`src/rtl/im_instr_encoder_pkg.sv`:
```
// Shared MIPS P5-subset constants: class codes, opcodes, functs and loader FSM states.
package im_instr_encoder_pkg;

    typedef enum logic [3:0] {
        CLS_ADDU = 4'd0,
        CLS_SUBU = 4'd1,
        CLS_LW   = 4'd2,
        CLS_SW   = 4'd3,
        CLS_BEQ  = 4'd4,
        CLS_LUI  = 4'd5,
        CLS_JAL  = 4'd6,
        CLS_JR   = 4'd7,
        CLS_ORI  = 4'd8,
        CLS_J    = 4'd9,
        CLS_CMCO = 4'd10
    } instr_class_e;

    localparam logic [5:0] OP_RTYPE = 6'b000000;
    localparam logic [5:0] OP_LW    = 6'b100011;
    localparam logic [5:0] OP_SW    = 6'b101011;
    localparam logic [5:0] OP_BEQ   = 6'b000100;
    localparam logic [5:0] OP_ORI   = 6'b001101;
    localparam logic [5:0] OP_LUI   = 6'b001111;
    localparam logic [5:0] OP_J     = 6'b000010;
    localparam logic [5:0] OP_JAL   = 6'b000011;
    localparam logic [5:0] OP_CMCO  = 6'b111011;

    localparam logic [5:0] FN_ADDU  = 6'b100001;
    localparam logic [5:0] FN_SUBU  = 6'b100011;
    localparam logic [5:0] FN_JR    = 6'b001000;

    typedef enum logic [2:0] {
        ST_IDLE,
        ST_LOAD,
        ST_FULL,
        ST_DONE,
        ST_ERR
    } state_e;

endpackage

```
`src/rtl/im_instr_encoder_if.sv`:
```
// Command handshake plus instruction-memory write bus between a command source and the encoder.
interface im_instr_encoder_if;
    logic        cmd_valid;
    logic        cmd_ready;
    logic [3:0]  cmd_class;
    logic [4:0]  cmd_rs;
    logic [4:0]  cmd_rt;
    logic [4:0]  cmd_rd;
    logic [25:0] cmd_imm;
    logic        im_we;
    logic [31:0] im_addr;
    logic [31:0] im_wdata;

    modport master (
        output cmd_valid, cmd_class, cmd_rs, cmd_rt, cmd_rd, cmd_imm,
        input  cmd_ready, im_we, im_addr, im_wdata
    );

    modport slave (
        input  cmd_valid, cmd_class, cmd_rs, cmd_rt, cmd_rd, cmd_imm,
        output cmd_ready, im_we, im_addr, im_wdata
    );
endinterface

```
`src/rtl/im_instr_encoder_mips_instr_enc.sv`:
```
// Combinational (class, fields) -> 32-bit machine word; fields a class does not use are zeroed.
module mips_instr_enc
    import im_instr_encoder_pkg::*;
(
    input  logic [3:0]  cls,
    input  logic [4:0]  rs,
    input  logic [4:0]  rt,
    input  logic [4:0]  rd,
    input  logic [25:0] imm,
    output logic [31:0] word,
    output logic        legal
);
    always_comb begin
        word  = '0;
        legal = 1'b1;
        case (cls)
            CLS_ADDU: word = {OP_RTYPE, rs, rt, rd, 5'b0, FN_ADDU};
            CLS_SUBU: word = {OP_RTYPE, rs, rt, rd, 5'b0, FN_SUBU};
            CLS_JR:   word = {OP_RTYPE, rs, 5'b0, 5'b0, 5'b0, FN_JR};
            CLS_LW:   word = {OP_LW,  rs, rt, imm[15:0]};
            CLS_SW:   word = {OP_SW,  rs, rt, imm[15:0]};
            CLS_BEQ:  word = {OP_BEQ, rs, rt, imm[15:0]};
            CLS_ORI:  word = {OP_ORI, rs, rt, imm[15:0]};
            CLS_LUI:  word = {OP_LUI, 5'b0, rt, imm[15:0]};
            CLS_J:    word = {OP_J,   imm};
            CLS_JAL:  word = {OP_JAL, imm};
            CLS_CMCO: word = {OP_CMCO, rs, rt, rd, 11'b0};
            default:  legal = 1'b0;
        endcase
    end
endmodule

```
`src/rtl/im_instr_encoder.sv`:
```
// Program loader: encodes commands and writes them to consecutive IM words from BASE.
//   state | meaning
//   IDLE  | no session open, commands refused
//   LOAD  | session open, accepting commands while word_cnt < DEPTH
//   FULL  | DEPTH words written, commands refused until finish/start
//   DONE  | session closed by finish
//   ERR   | illegal class accepted, sticky until start/reset
module im_instr_encoder
    import im_instr_encoder_pkg::*;
#(
    parameter logic [31:0] BASE   = 32'h0000_3000,
    parameter int          DEPTH  = 1024,
    parameter int          ADDR_W = 10
) (
    input  logic                clk,
    input  logic                reset,
    input  logic                start,
    input  logic                finish,
    im_instr_encoder_if.slave   bus,
    output logic [ADDR_W:0]     word_cnt,
    output logic                done,
    output logic                err
);
    localparam logic [ADDR_W:0] DEPTH_C = (ADDR_W + 1)'(DEPTH);

    state_e      state, state_nxt;
    logic        accept;
    logic        legal;
    logic [31:0] word;

    mips_instr_enc u_enc (
        .cls   (bus.cmd_class),
        .rs    (bus.cmd_rs),
        .rt    (bus.cmd_rt),
        .rd    (bus.cmd_rd),
        .imm   (bus.cmd_imm),
        .word  (word),
        .legal (legal)
    );

    assign bus.cmd_ready = (state == ST_LOAD) && (word_cnt < DEPTH_C);
    assign accept        = bus.cmd_valid && bus.cmd_ready;
    assign done          = (state == ST_DONE);
    assign err           = (state == ST_ERR);

    always_comb begin
        state_nxt = state;
        case (state)
            ST_LOAD: begin
                if (accept && !legal)
                    state_nxt = ST_ERR;
                else if (finish)
                    state_nxt = ST_DONE;
                else if (accept && (word_cnt == DEPTH_C - 1'b1))
                    state_nxt = ST_FULL;
            end
            ST_FULL: if (finish) state_nxt = ST_DONE;
            default: state_nxt = state;
        endcase
        if (start)
            state_nxt = ST_LOAD;
    end

    // A write accepted alongside start still issues; only the index restarts.
    always_ff @(posedge clk or posedge reset) begin
        if (reset) begin
            state        <= ST_IDLE;
            word_cnt     <= '0;
            bus.im_we    <= 1'b0;
            bus.im_addr  <= BASE;
            bus.im_wdata <= '0;
        end else begin
            state     <= state_nxt;
            bus.im_we <= accept && legal;
            if (accept && legal) begin
                bus.im_addr  <= BASE + 32'({word_cnt, 2'b00});
                bus.im_wdata <= word;
            end
            if (start)
                word_cnt <= '0;
            else if (accept && legal)
                word_cnt <= word_cnt + 1'b1;
        end
    end
endmodule

```
`src/flat_wrapper.sv`:
```
// flat-port wrapper written by rule: the top's interface ports become plain ports
module im_instr_encoder_flat import im_instr_encoder_pkg::*;
#(
    parameter logic [31:0] BASE   = 32'h0000_3000,
    parameter int          DEPTH  = 1024,
    parameter int          ADDR_W = 10
)
  (clk, reset, start, finish, word_cnt, done, err, bus_cmd_valid, bus_cmd_class, bus_cmd_rs, bus_cmd_rt, bus_cmd_rd, bus_cmd_imm, bus_cmd_ready, bus_im_we, bus_im_addr, bus_im_wdata);
  im_instr_encoder_if bus_i ();
  input  logic clk;
  input  logic reset;
  input  logic start;
  input  logic finish;
  output logic [ADDR_W:0] word_cnt;
  output logic done;
  output logic err;
  input wire logic [$bits(bus_i.cmd_valid)-1:0] bus_cmd_valid;
  input wire logic [$bits(bus_i.cmd_class)-1:0] bus_cmd_class;
  input wire logic [$bits(bus_i.cmd_rs)-1:0] bus_cmd_rs;
  input wire logic [$bits(bus_i.cmd_rt)-1:0] bus_cmd_rt;
  input wire logic [$bits(bus_i.cmd_rd)-1:0] bus_cmd_rd;
  input wire logic [$bits(bus_i.cmd_imm)-1:0] bus_cmd_imm;
  output wire logic [$bits(bus_i.cmd_ready)-1:0] bus_cmd_ready;
  output wire logic [$bits(bus_i.im_we)-1:0] bus_im_we;
  output wire logic [$bits(bus_i.im_addr)-1:0] bus_im_addr;
  output wire logic [$bits(bus_i.im_wdata)-1:0] bus_im_wdata;
  assign bus_i.cmd_valid = bus_cmd_valid;
  assign bus_i.cmd_class = bus_cmd_class;
  assign bus_i.cmd_rs = bus_cmd_rs;
  assign bus_i.cmd_rt = bus_cmd_rt;
  assign bus_i.cmd_rd = bus_cmd_rd;
  assign bus_i.cmd_imm = bus_cmd_imm;
  assign bus_cmd_ready = bus_i.cmd_ready;
  assign bus_im_we = bus_i.im_we;
  assign bus_im_addr = bus_i.im_addr;
  assign bus_im_wdata = bus_i.im_wdata;
  im_instr_encoder #(.BASE(BASE), .DEPTH(DEPTH), .ADDR_W(ADDR_W)) u_core (.clk(clk), .reset(reset), .start(start), .finish(finish), .bus(bus_i), .word_cnt(word_cnt), .done(done), .err(err));
endmodule
```
`config.mk`:
```
export PLATFORM = sky130hd
export DESIGN_NAME = im_instr_encoder_flat
export DESIGN_NICKNAME = d
export VERILOG_FILES = /design/src/rtl/im_instr_encoder_pkg.sv /design/src/rtl/im_instr_encoder_if.sv /design/src/rtl/im_instr_encoder_mips_instr_enc.sv /design/src/rtl/im_instr_encoder.sv /design/src/flat_wrapper.sv
export SDC_FILE = /design/constraint.sdc
export NUM_CORES = 1
export LEC_CHECK = 0
export BUFFER_PORTS_ARGS = -buffer_cell sky130_fd_sc_hd__buf_2
export CAP_MARGIN = 30
export CORE_ASPECT_RATIO = 1.75
export CORE_MARGIN = 5
export CORE_UTILIZATION = 51
export CTS_CLUSTER_DIAMETER = 120
export DETAILED_ROUTE_END_ITERATION = 6
export PLACE_DENSITY_LB_ADDON = 0.12
export SLEW_MARGIN = 20
export SYNTH_ARGS = -nofsm -noshare
export SYNTH_HDL_FRONTEND = slang
export SYNTH_SLANG_ARGS = --single-unit
```
`constraint.sdc`:
```
create_clock -name clk -period 4.3 [get_ports clk]
set_input_delay 0.215 -clock clk [delete_from_list [all_inputs] [get_ports clk]]
set_output_delay 0.215 -clock clk [all_outputs]
set_load 0.005 [all_outputs]
```
* Yosys cells after proc, flatten, opt, wreduce, memory -nomap -nowiden
Cells that the tools add are included.
** Cells by class
- Reduce and logical (&&, ||, !) cells :: 11
- Add/sub/neg operators :: 2
- Equal/unequal tests :: 17
- Muxes and demuxes :: 10
- Magnitude comparators :: 1
** Operators by type and width (number)
- 32-bit case mux with 11 select lines :: 1
- 11-bit 2-to-1 mux :: 2
- 4-bit by 3-bit equality test with 1-bit output (second input constant) :: 4
- 14-bit by 13-bit adder with 15-bit output (first input constant) :: 1
- 3-bit 2-to-1 mux :: 5
- 4-bit equality test (second input constant) :: 3
- 11-bit by 1-bit adder with 11-bit output (second input constant) :: 1
- 11-bit by 10-bit equality test with 1-bit output (second input constant) :: 1
- 11-bit less-than comparator (second input constant) :: 1
- 11-bit OR reduction :: 1
- 4-bit by 2-bit equality test with 1-bit output (second input constant) :: 2
- 3-bit by 2-bit equality test with 1-bit output (second input constant) :: 2
- 3-bit case mux with 2 select lines :: 1
- 1-bit logical AND :: 5
- 5-bit inequality test (second input constant) :: 1
- 4-bit by 1-bit equality test with 1-bit output (second input constant) :: 1
- 4-bit logical NOT :: 1
- 3-bit by 1-bit equality test with 1-bit output (second input constant) :: 1
- 3-bit equality test (second input constant) :: 1
- 3-bit inequality test (second input constant) :: 1
- 3-bit AND reduction :: 1
- 3-bit nonzero test :: 1
- 2-bit nonzero test :: 1
- 1-bit logical NOT :: 1
- 1-bit 2-to-1 mux :: 1
** Word-level totals
- Register bits :: 79
- Input port bits :: 50
- Output and inout bits :: 79
- Logic and storage cells :: 46

* Depth between registers and ports, before layout
Gate-level depths: netlist (run 1).
- Word-level depth :: 9
- Gate-level depth with buffers :: 8
- Gate-level depth less buffers :: 6

* Hierarchy
Synthesis (run 1) repeated with hierarchy kept, for this count alone.
** Second synthesis, totals
- Cell total of the unflattened synthesis :: 344
- Area, all modules :: 3658.5 um^2
** By module, submodules not included
- im_instr_encoder :: cells an instance 204, instances 1, area each 2671.3 um^2
- mips_instr_enc :: cells an instance 140, instances 1, area each 987.2 um^2

* Least setup slack after synthesis (run 1)
No wires, ideal clock.
- Path type :: register -> register
- Start :: register u_core.state[2]
- End :: register u_core.state[0]
- Library setup time :: 128 ps
- Setup slack :: 2623 ps
- Data arrival time :: 1549 ps
- Clock period less this slack :: 1677 ps
- Cell stages (with the launch flop) :: 6
- Data required time :: 4172 ps
- Path buffers :: 1
- Path through :: dfrtp_1 buf_6 or3b_4 o31ai_2 a31oi_1 mux2_1
** On the way
- Cells in the longest elaborated chain, start to end :: 7
- Elaborated cells on any way between the ends :: 13
** RTL lines
- start: declaration :: RTL line im_instr_encoder.sv:26 : state_e state, state_nxt;
- start signal: assignment :: RTL line im_instr_encoder.sv:73 : state <= state_nxt;
- 3-bit by 1-bit equality test with 1-bit output :: RTL line im_instr_encoder.sv:41, im_instr_encoder.sv:48
- 1-bit logical AND :: RTL line im_instr_encoder.sv:41 : assign bus.cmd_ready = (state == ST_LOAD) && (word_cnt < DEPTH_C);
- 1-bit logical AND :: RTL line im_instr_encoder.sv:42 : assign accept = bus.cmd_valid && bus.cmd_ready;
- 1-bit logical AND :: RTL line im_instr_encoder.sv:50 : if (accept && !legal)
- 3-bit 2-to-1 mux :: RTL line im_instr_encoder.sv:50
- 3-bit case mux with 2 select lines :: RTL line im_instr_encoder.sv:48 : case (state)
- 3-bit 2-to-1 mux :: RTL line im_instr_encoder.sv:60 : if (start)
Several ways; a longest one is shown, not always the timed one.
A chain may end at the register's enable or synchronous reset.

* Final worst setup path (run 1)
- Start :: register u_core.state[0]
- End :: register u_core.bus.im_wdata[1]
** On the way
- Cells in the longest elaborated chain, start to end :: 4
** RTL lines
- 3-bit by 1-bit equality test with 1-bit output :: RTL line im_instr_encoder.sv:41
- 1-bit logical AND :: RTL line im_instr_encoder.sv:41
- 1-bit logical AND :: RTL line im_instr_encoder.sv:42
- 1-bit logical AND :: RTL line im_instr_encoder.sv:75 : if (accept && legal) begin
- end signal: assignment :: RTL line im_instr_encoder.sv:77 : bus.im_wdata <= word;
- end: declaration :: RTL line im_instr_encoder_if.sv:21 : output cmd_ready, im_we, im_addr, im_wdata
Every way passes these cells.

==> results of run 1 <==
==> report_power, final <==
part / total [mW] / switching [mW] / internal, mW
logic: 0.462 / 0.234 / 0.227
clock network: 0.484 / 0.202 / 0.282
registers: 0.779 / 0.0868 / 0.692
total: 1.73 / 0.523 / 1.20
==> worst min-delay path, delay by kind of cell <==
| family | cells | cell delay, ns |
|---|---|---|
| buf+inv | 3 | 0.70 |
==> cell usage after synthesis, types with 4 or more instances <==
cell      count  area, µm²
buf_4        22      165.2
a222oi_1      5      50.05
xor2_1        4      35.03
inv_1        11      41.29
dfrtp_1      58       1451
xnor2_1       6      52.55
a221oi_1     11      96.34
nand4_1       5      31.28
buf_2        11      55.05
a22o_1        8      70.07
nor3_1        8      40.04
nand2_1      41      153.9
o21ai_0       8      40.04
nor2_1       42      157.7
nand3_1       5      25.02
a21oi_1      12      60.06
==> area by class of cell <==
class                      count  share of cell area [%]
sequential                    59                   41.19
multi-input combinational    215                   34.11
timing repair buffer         111                   15.63
clock buffer                  13                   4.151
tap                           76                   2.651
inverter                      11                   1.151
clock inverter                 3                   1.116
==> cells in the final DEF (no fill, tap or decap), types with 2 or more instances in the layout <==
master,count
buf_2,109
dfrtp_1,58
nor2_1,42
nand2_1,41
conb_1,19
a21oi_1,12
a221oi_1,11
inv_1,10
clkbuf_8,10
nor3_1,8
o21ai_0,8
a22o_1,8
xnor2_1,6
nand3_1,5
a222oi_1,5
nand4_1,5
xor2_1,4
nand2b_1,3
a221o_1,3
clkbuf_1,3
nor2_4,2
and3_1,2
and2_1,2
a31oi_1,2
and4_1,2
o22a_1,2
nor3b_1,2
a22oi_1,2
clkinv_2,2
buf_4,2
==> sequential cells by signal, indices dropped and copies added (netlist names) <==
| signal | flops |
|---|---|
| u_core.bus.im_addr | 12 |
| u_core.bus.im_wdata | 32 |
| u_core.bus.im_we | 1 |
| u_core.state | 3 |
| u_core.word_cnt | 11 |
==> per-stage QoR <==
| stage | cells | worst slack [ns] | hold slack, ns | utilization, % |
|---|---|---|---|---|
| floorplan | 324 | 2.623 | 0.2781 | - |
| global placement | 472 | 1.780 | 0.4289 | 60.84 |
| detailed placement | 472 | 1.738 | 0.4367 | 60.84 |
| CTS | 488 | 1.747 | 0.07210 | 64.22 |
| global route | 488 | 1.586 | 0.08693 | 64.22 |
| finish | 488 | 1.766 | 0.08676 | 64.22 |
==> logic make-up (layout without fill, tap and decap cells) <==
| logic type | Yosys count | count (layout) | synth area share, % |
|---|---|---|---|
| adder cells (fa/ha/maj) | 1 | 1 | 0.4266 |
| AND/OR/NAND/NOR | 121 | 121 | 19.33 |
| XOR/XNOR | 10 | 10 | 2.986 |
| flip-flops | 59 | 59 | 50.38 |
| other | 1 | 19 | 0.1279 |
| multiplexers | 1 | 1 | 0.3839 |
| buffers and inverters | 50 | 138 | 10.20 |
| AO/OA/AOI/OAI | 63 | 63 | 16.17 |
==> per-layer routing <==
layer / track usage [%] / part of all wire [%] / vias to the layer above
li1: - / - / 1226
met1: 22.47 / 36 / 1192
met2: 36.03 / 54 / 91
met3: 6.998 / 7.8 / 11
met4: 9.144 / 1.7 / 0
met5: 0 / 0 / -
==> worst max-delay path by stage <==
| stage | end | slack (ns) | cells after the start |
|---|---|---|---|
| 6_report | u_core.bus.im_wdata[1] | 1.77 | 6 |
| 5_1_grt | u_core.bus.im_wdata[1] | 1.59 | 6 |
| 3_3_place_gp | u_core.bus.im_wdata[1] | 1.78 | 7 |
| 2_1_floorplan | u_core.state[0] | 2.62 | 5 |
| 4_1_cts | u_core.bus.im_wdata[1] | 1.75 | 6 |
| 3_5_place_dp | u_core.bus.im_wdata[1] | 1.74 | 7 |
==> flow_metrics.tcl, run 1 <==
set metrics [dict create \
    status "finished clean" \
    min_period_ns 2.534 \
    p_leak_nw 1.870 \
    crit_path_cell_trace "and2b_1, o211ai_1, buf_4, inv_1, and4_1, a221o_1" \
    rrSetupSlack_ns 1.77 \
    critPathMaxStageDelay_ns 0.53 \
    io_pins 129 \
    synthesis.area_um2 2933 \
    path_delay_family "buffers and inverters" \
    clk_pin_slew_worst_paths_ns 0.07 \
    avgSynthCellArea_um2 9.584 \
    synth-edff-count 0 \
    cts_max_level 3 \
    synthFlopType "dfrtp_1" \
    ys_seq_area_share_pct 50.38 \
    fmax_mhz 394.6 \
    startpoint_type "flip-flop" \
    num_antenna_cells 0 \
    hpwl_mm 5.418 \
    gp_congestion 0.7947 \
    cts_tree "done" \
    cp_slowest_cell "inv_1" \
    setup_tns_ns 0 \
    post-cts-setup-buffers 0 \
    synth.distinct_cells 50 \
    endpoint_kind "flip-flop" \
    final_area_um2 3587 \
    cts_buffers 9 \
    async_flop_share_pct 100.0 \
    ys_seq_elements 59 \
    port-buffer-count 109 \
    overflow 0 \
    hold_violations 0 \
    placed_cell_area_um2 3398 \
    ir_worst_vdd_uv 294.6 \
    rr_startpoint "u_core.state[0]" \
    core_um2 5585 \
    die_area_um2 7427 \
    max-slew-margin-rel_pct 41.36 \
    grt_max_degree 60 \
    clock-sinks 59 \
    syn2layout_area_growth_pct 22.31 \
    drc 0 \
    timing.rr.end "u_core.bus.im_wdata[1]" \
    grt_usage_pct 20.77 \
    ant_nets 0 \
    seqCellArea_um2 1478 \
    first_pass_iters 4 \
    rows 36 \
    rsz0062_at_grt "no" \
    crit_fanout 47 \
    ctsResizeCount 0 \
    num_vias 2520 \
    rr_worst_depth 6 \
    cts_hold_buf 0 \
    die_width_um 67.33 \
    min_period_over_period_pct 58.93 \
    die_h_um 110.3 \
    vias_per_cell 5.164 \
    nNetsFinal 458 \
    drtIter0Drc 160 \
    arrival_ns 2.75 \
    antenna_found_initial 0 \
    worst_pin_slew_ns 0.8786 \
    drt-wirelength-per-cell_um 15.03 \
    required_ns 4.51 \
    grt_pass1_wl_mm 11.59 \
    drv_cap 0 \
    hold_path_class "input pin to async pin" \
    worst-path-buf-inv 2 \
    num-fill-cells 525 \
    power_mw 1.725 \
    powerDensity_nw_per_um2 480.9 \
    setup-violations-final 0 \
    critical_path_class "flip-flop to flip-flop" \
    routed_wl_mm 7.336 \
    ys_warn_count 0 \
    cts-root-buf "clkbuf_8" \
    clockBufferDepth 2 \
    multi_input_area_um2 1224 \
    netlist_instances 306 \
    grt_pass1_vias 2535 \
    crit_start "u_core.state[0]" \
    initial_core_util_pct 52.51 \
    finalMaxSlewViolations 0 \
    clk_latency_ns 0.33 \
    drive_above_1_share_pct 32.28 \
    finClkSkew_ns 0.006318 \
]
(Power assumes the default switching activity.)
==> run 2: changes to the inputs <==
--- a/config.mk
+++ b/config.mk
@@ -5,11 +5,12 @@
 export SDC_FILE = /design/constraint.sdc
 export NUM_CORES = 1
 export LEC_CHECK = 0
+export ABC_AREA = 1
 export BUFFER_PORTS_ARGS = -buffer_cell sky130_fd_sc_hd__buf_2
 export CAP_MARGIN = 30
 export CORE_ASPECT_RATIO = 1.75
 export CORE_MARGIN = 5
-export CORE_UTILIZATION = 51
+export CORE_UTILIZATION = 43
 export CTS_CLUSTER_DIAMETER = 120
 export DETAILED_ROUTE_END_ITERATION = 6
 export PLACE_DENSITY_LB_ADDON = 0.12
==> constraint.sdc (replaced) <==
create_clock -name clk -period 2.1 [get_ports clk]
set_input_delay 0.105 -clock clk [delete_from_list [all_inputs] [get_ports clk]]
set_output_delay 0.105 -clock clk [all_outputs]
set_load 0.005 [all_outputs]
==> flow_metrics.tcl, run 2 <==
set metrics [dict create \
    status "finished clean" \
    final_cell_mix "buf_2, nand2_1, dfrtp_1, nor2_1, a21oi_1" \
    synth-simple-area-share_pct 26.07 \
    clock-sinks 59 \
    grt_pass1_wl_mm 13.82 \
    drc 0 \
    routed_wl_mm 8.449 \
    crit_fanout 36 \
    core_um2 6807 \
    p_switching_mw 1.462 \
    finalMaxSlewViolations 0 \
    ctsResizeCount 0 \
    placed_cell_area_um2 3531 \
    setup_tns_ns 0 \
    cts_buffers 9 \
    rsz0062_at_grt "no" \
    seqCellArea_um2 1478 \
    p_leak_nw 2.085 \
    rows 40 \
    drv_cap 0 \
    grt_usage_pct 20.31 \
    gp_congestion 0.8683 \
    grt_max_degree 37 \
    rr_worst_depth 9 \
    die_width_um 72.94 \
    clockBufferDepth 2 \
    syn2layout_area_growth_pct 32.79 \
    finClkSkew_ns 0.004390 \
    initial_core_util_pct 43.79 \
    final_common_cell "buf_2" \
    regMostFlops "u_core.bus.im_wdata" \
    antenna_found_initial 0 \
    ys_warn_count 0 \
    largest_reg_flops 32 \
    powerDensity_nw_per_um2 1226 \
    critical_path_class "flip-flop to flip-flop" \
    hpwl_mm 6.229 \
    yosysMostFrequentCell "nand2_1" \
    num_antenna_cells 0 \
    min_period_over_period_pct 83.88 \
    yosysTopAreaCell "dfrtp_1" \
    rrSetupSlack_ns 0.34 \
    min_period_ns 1.761 \
    timing.rr.end "u_core.bus.im_wdata[0]" \
    num-fill-cells 661 \
    cts_tree "done" \
    vias_per_cell 4.958 \
    synth_area_leaders "dfrtp_1, nand2_1, nor2_1" \
    grt_pass1_vias 3052 \
    drtIter0Drc 167 \
    first_pass_iters 4 \
    synth_xor_area_share_pct 0.5877 \
    switching_share_pct 30.14 \
    async_flop_share_pct 100.0 \
    cts-root-buf "clkbuf_16" \
    synth-edff-count 0 \
    synth_top_family_by_area "simple AND/OR/NAND/NOR gates" \
    yosys.area_share.adder_pct 0.4198 \
    die_area_um2 8762 \
    arrival_ns 1.97 \
    synth_top_area_share_pct 48.70 \
    ant_nets 0 \
    overflow 0 \
    ys_top_cells_by_count "nand2_1, dfrtp_1, nor2_1" \
    startpoint_type "flip-flop" \
    die_h_um 120.1 \
    netlist_instances 370 \
    required_ns 2.31 \
    ys_seq_elements 59 \
    hold_violations 0 \
    setup-violations-final 0 \
    combPwrFrac_pct 27.0 \
    min_delay_path_depth 3 \
    num_vias 2861 \
    clk_latency_ns 0.33 \
    port-buffer-count 109 \
    endpoint_kind "flip-flop" \
    io_pins 129 \
    fmax_mhz 567.7 \
    ys_seq_area_share_pct 49.58 \
    synthesis.area_um2 2980 \
    rr_startpoint "u_core.state[1]" \
    synth.distinct_cells 27 \
    synth_compound_area_share_pct 11.25 \
    nNetsFinal 539 \
    synthFlopType "dfrtp_1" \
    synth.area.mux_share_pct 0 \
    cts_max_level 3 \
    p_int_mw 3.389 \
    hold_path_class "input pin to flip-flop" \
    p_seq_share_pct 34.8 \
    drt-wirelength-per-cell_um 14.64 \
    clkPwrFrac_pct 38.2 \
    ir_worst_vdd_uv 615.5 \
    drive_above_1_share_pct 31.03 \
    hold_end "u_core.bus.im_wdata[7]" \
    hp-start "bus_cmd_imm[7]" \
    avgSynthCellArea_um2 8.055 \
    largest_registers "u_core.bus.im_wdata: 32 flops, u_core.bus.im_addr: 12 flops, u_core.word_cnt: 11 flops" \
    cts_hold_buf 5 \
    multi_input_area_um2 1214 \
    clk_pin_slew_worst_paths_ns 0.05 \
    post-cts-setup-buffers 0 \
    final_area_um2 3958 \
]
run 2: worst max path at each step:
stage	start	endpoint	slack (ns)	cells after the start
2_1_floorplan	reset	u_core.bus.im_addr[10]	0.54	1
3_3_place_gp	u_core.state[1]	u_core.bus.im_wdata[0]	0.43	9
4_1_cts	u_core.state[1]	u_core.bus.im_wdata[0]	0.35	9
6_report	u_core.state[1]	u_core.bus.im_wdata[0]	0.34	9
5_1_grt	u_core.state[1]	u_core.bus.im_wdata[0]	0.18	9
3_5_place_dp	u_core.state[1]	u_core.bus.im_wdata[0]	0.39	9
run 2: critical path, stage by stage (launching register included):
cell     delay [ns]
dfrtp_1        0.39
inv_1          0.14
nand3_2        0.14
nor2_4         0.11
nand2_2        0.07
nor2_4         0.28
buf_12         0.24
nand2_1        0.09
a21oi_1        0.12
nor2_1         0.05
run 2: through the flow:
stage	hold slack [ns]	instances	worst slack (ns)	power (mW)	util [%]
after global placement	0.1475	556	0.4319	2.988	51.88
after global routing	0.01574	577	0.1817	5.154	58.14
after floorplan	0.2425	388	0.5403	2.451	-
final	0.008210	577	0.3386	4.851	58.14
after detailed placement	0.1473	556	0.3856	3.004	51.88
after CTS	0.002244	577	0.3463	4.903	58.14
run 2: per-layer routing:
layer  up-vias  track usage [%]  part of all wire (%)
met5         -                0                     0
met4         0            8.776                   2.7
met3        24            6.287                   7.3
met2       117            36.48                    53
met1      1339            20.96                    37
li1       1381                -                     -
run 2: area by class of cell:
class                   count  area share, %
well taps                  84          2.656
multi-input cells         264          30.67
repair buffers            121          16.69
flip-flops and latches     59          37.34
inverters                  33          3.130
clock inverters             4          3.035
clock buffers              12          6.481
run 2: kinds of logic (layout without fill, tap and decap cells):
kind of cell               Yosys count  after routing
adders and majority gates            1              1
AOI/OAI and AO/OA                   65             65
and+or+nand+nor                    177            177
other                                1             19
DFF                                 59             59
xor gates and xnor gates             2              2
buffers and inverters               65            170
run 2: power groups by stage:
stage          Clock, mW  Sequential [mW]  Combinational [mW]
4_1_cts             1.88             1.69                1.33
5_1_grt             1.94             1.73                1.48
6_report            1.85             1.69                1.31
3_5_place_dp           0             1.70                1.31
2_1_floorplan          0             1.71               0.743
3_3_place_gp           0             1.70                1.29
==> run 3: changes to the inputs <==
==> constraint.sdc (replaced) <==
create_clock -name clk -period 1.61 [get_ports clk]
set_input_delay 0.0805 -clock clk [delete_from_list [all_inputs] [get_ports clk]]
set_output_delay 0.0805 -clock clk [all_outputs]
set_load 0.005 [all_outputs]
==> flow_metrics.tcl, run 3 (synthesis gave the netlist of run 2 again) <==
set metrics [dict create \
    wl_met2_mm 4.636 \
    final_cell_mix "buf_2, nand2_1, dfrtp_1, nor2_1, a21oi_1" \
    initial_core_util_pct 43.79 \
    route.met3.wl_um 623 \
    ir_worst_vdd_uv 961.2 \
    powerDensity_nw_per_um2 1418 \
    syn2layout_area_growth_pct 44.00 \
    clockBufferDepth 2 \
    clk_pin_slew_worst_paths_ns 0.05 \
    gp_congestion 0.8926 \
    port-buffer-count 109 \
    crit_fanout 18 \
    layout_setup_ws_ns 0.1063 \
    ant_nets 0 \
    cts_tree "done" \
    drc 0 \
    grt_pass1_vias 2969 \
    min_period_over_period_pct 93.40 \
    placedCellCount 567 \
    grt_usage_pct 20.01 \
    core_um2 6807 \
    critical_path_class "flip-flop to flip-flop" \
    hpwl_mm 6.234 \
    final_common_cell "buf_2" \
    setup-violations-final 0 \
    cts_max_level 3 \
    die_area_um2 8762 \
    fmax_mhz 665.0 \
    p_leak_nw 2.248 \
    die_width_um 72.94 \
    status "finished clean" \
    final_area_um2 4292 \
    grt_pass1_wl_mm 13.58 \
    crit_path_cell_trace "inv_2, nand3_4, nor2_4, nand2_4, nor2_4, buf_4, clkbuf_16, nor2_1, a21oi_1" \
    cp_slowest_cell "dfrtp_1" \
    hold_violations 0 \
    min_period_ns 1.504 \
    endpoint_kind "flip-flop" \
    place_ws_ns 0.05731 \
    placed_cell_area_um2 3638 \
    grt_max_degree 37 \
    startpoint_type "flip-flop" \
    finalMaxSlewViolations 0 \
    largest_reg_flops 32 \
    critPathMaxStageDelay_ns 0.43 \
    overflow 0 \
    cts_buffers 9 \
    final_util_pct 63.05 \
    antenna_found_initial 0 \
    drt-wirelength-per-cell_um 14.01 \
    largest_registers "u_core.bus.im_wdata: 32 flops, u_core.bus.im_addr: 12 flops, u_core.word_cnt: 11 flops" \
    vias_per_cell 4.906 \
    finClkSkew_ns 0.003945 \
    drive_above_1_share_pct 33.71 \
    num_antenna_cells 0 \
    clk_latency_ns 0.33 \
    clock-sinks 59 \
    num-fill-cells 646 \
    regMostFlops "u_core.bus.im_wdata" \
    drv_cap 0 \
    top_layer "met4" \
    routed_wl_mm 8.618 \
    nNetsFinal 577 \
    rrSetupSlack_ns 0.11 \
    timing.critical_path.mode_cell "nor2_4" \
    cts-root-buf "clkbuf_16" \
    hold_path_class "input pin to flip-flop" \
    fin_cells 615 \
    num_vias 3017 \
    rows 40 \
    power_mw 6.087 \
    drtIter0Drc 146 \
    required_ns 1.86 \
    arrival_ns 1.75 \
    io_pins 129 \
    die_h_um 120.1 \
    first_pass_iters 4 \
    met1_length_mm 3.102 \
]
[run 3: cell count changes in the layout (fill, tap and decap cells not counted), sizes merged]
cell and delta:
buf +19, dlygate4sd3 +18, bufinv -3, clkbuf +2, clkinv +2
[run 3: where the power goes]
part           leakage (nW)  internal, mW  switching [mW]
Clock                 0.144          1.23           0.639
Sequential            0.753          1.94           0.269
Combinational          1.35         0.968            1.04
[run 3: final timing paths]
kind / start / endpoint / cells past startpoint
max in group asynchronous: reset / u_core.bus.im_wdata[23] / 4
hold reg to reg: u_core.bus.im_addr[5] / u_core.bus.im_addr[5] / 2
setup reg to reg: u_core.state[2] / u_core.bus.im_wdata[17] / 9
hold / removal: bus_cmd_imm[11] / u_core.bus.im_wdata[11] / 3
min in group asynchronous: reset / u_core.bus.im_addr[3] / 3
setup / recovery: u_core.state[2] / u_core.bus.im_wdata[17] / 9
[run 3: repair_timing]
| action | CTS | global route |
|---|---|---|
| endpoints found under the setup margin | 0 | 28 |
| hold endpoints to repair | 41 | 0 |
| buffers inserted | 0 | 8 |
| hold buffers | 23 | 0 |
| gates resized for setup | 0 | 12 |
[run 3: area by class of cell]
cell class              instances  area, µm²  share of cell area (%)
inverters                      33      123.9                   2.886
clock inverters                 3      40.04                  0.9329
multi-input cells             264       1240                   28.89
flip-flops and latches         59       1479                   34.46
well taps                      84      105.1                   2.449
repair buffers                159       1054                   24.55
clock buffers                  13      250.2                   5.831
[run 3: per-stage QoR]
stage          hold slack [ns]  setup TNS (ns)
2_1_floorplan           0.2180               0
3_3_place_gp            0.1162               0
3_5_place_dp            0.1176               0
4_1_cts               0.001545               0
5_1_grt               0.005752        -0.01507
6_report              0.009908               0
[run 3: metal layers]
metal | GRT usage (%) | vias up
li1 | - | 1469
met1 | 22.08 | 1403
met2 | 34.22 | 122
met3 | 6.203 | 23
met4 | 9.122 | 0
met5 | 0 | -
[run 3: worst max-delay path, delay by kind of cell, from the launching register on]
kind	cells	cell delay [ns]
DFF	1	0.43
AOI/OAI and AO/OA	1	0.10
buffers and inverters	3	0.43
and+or+nand+nor	5	0.47
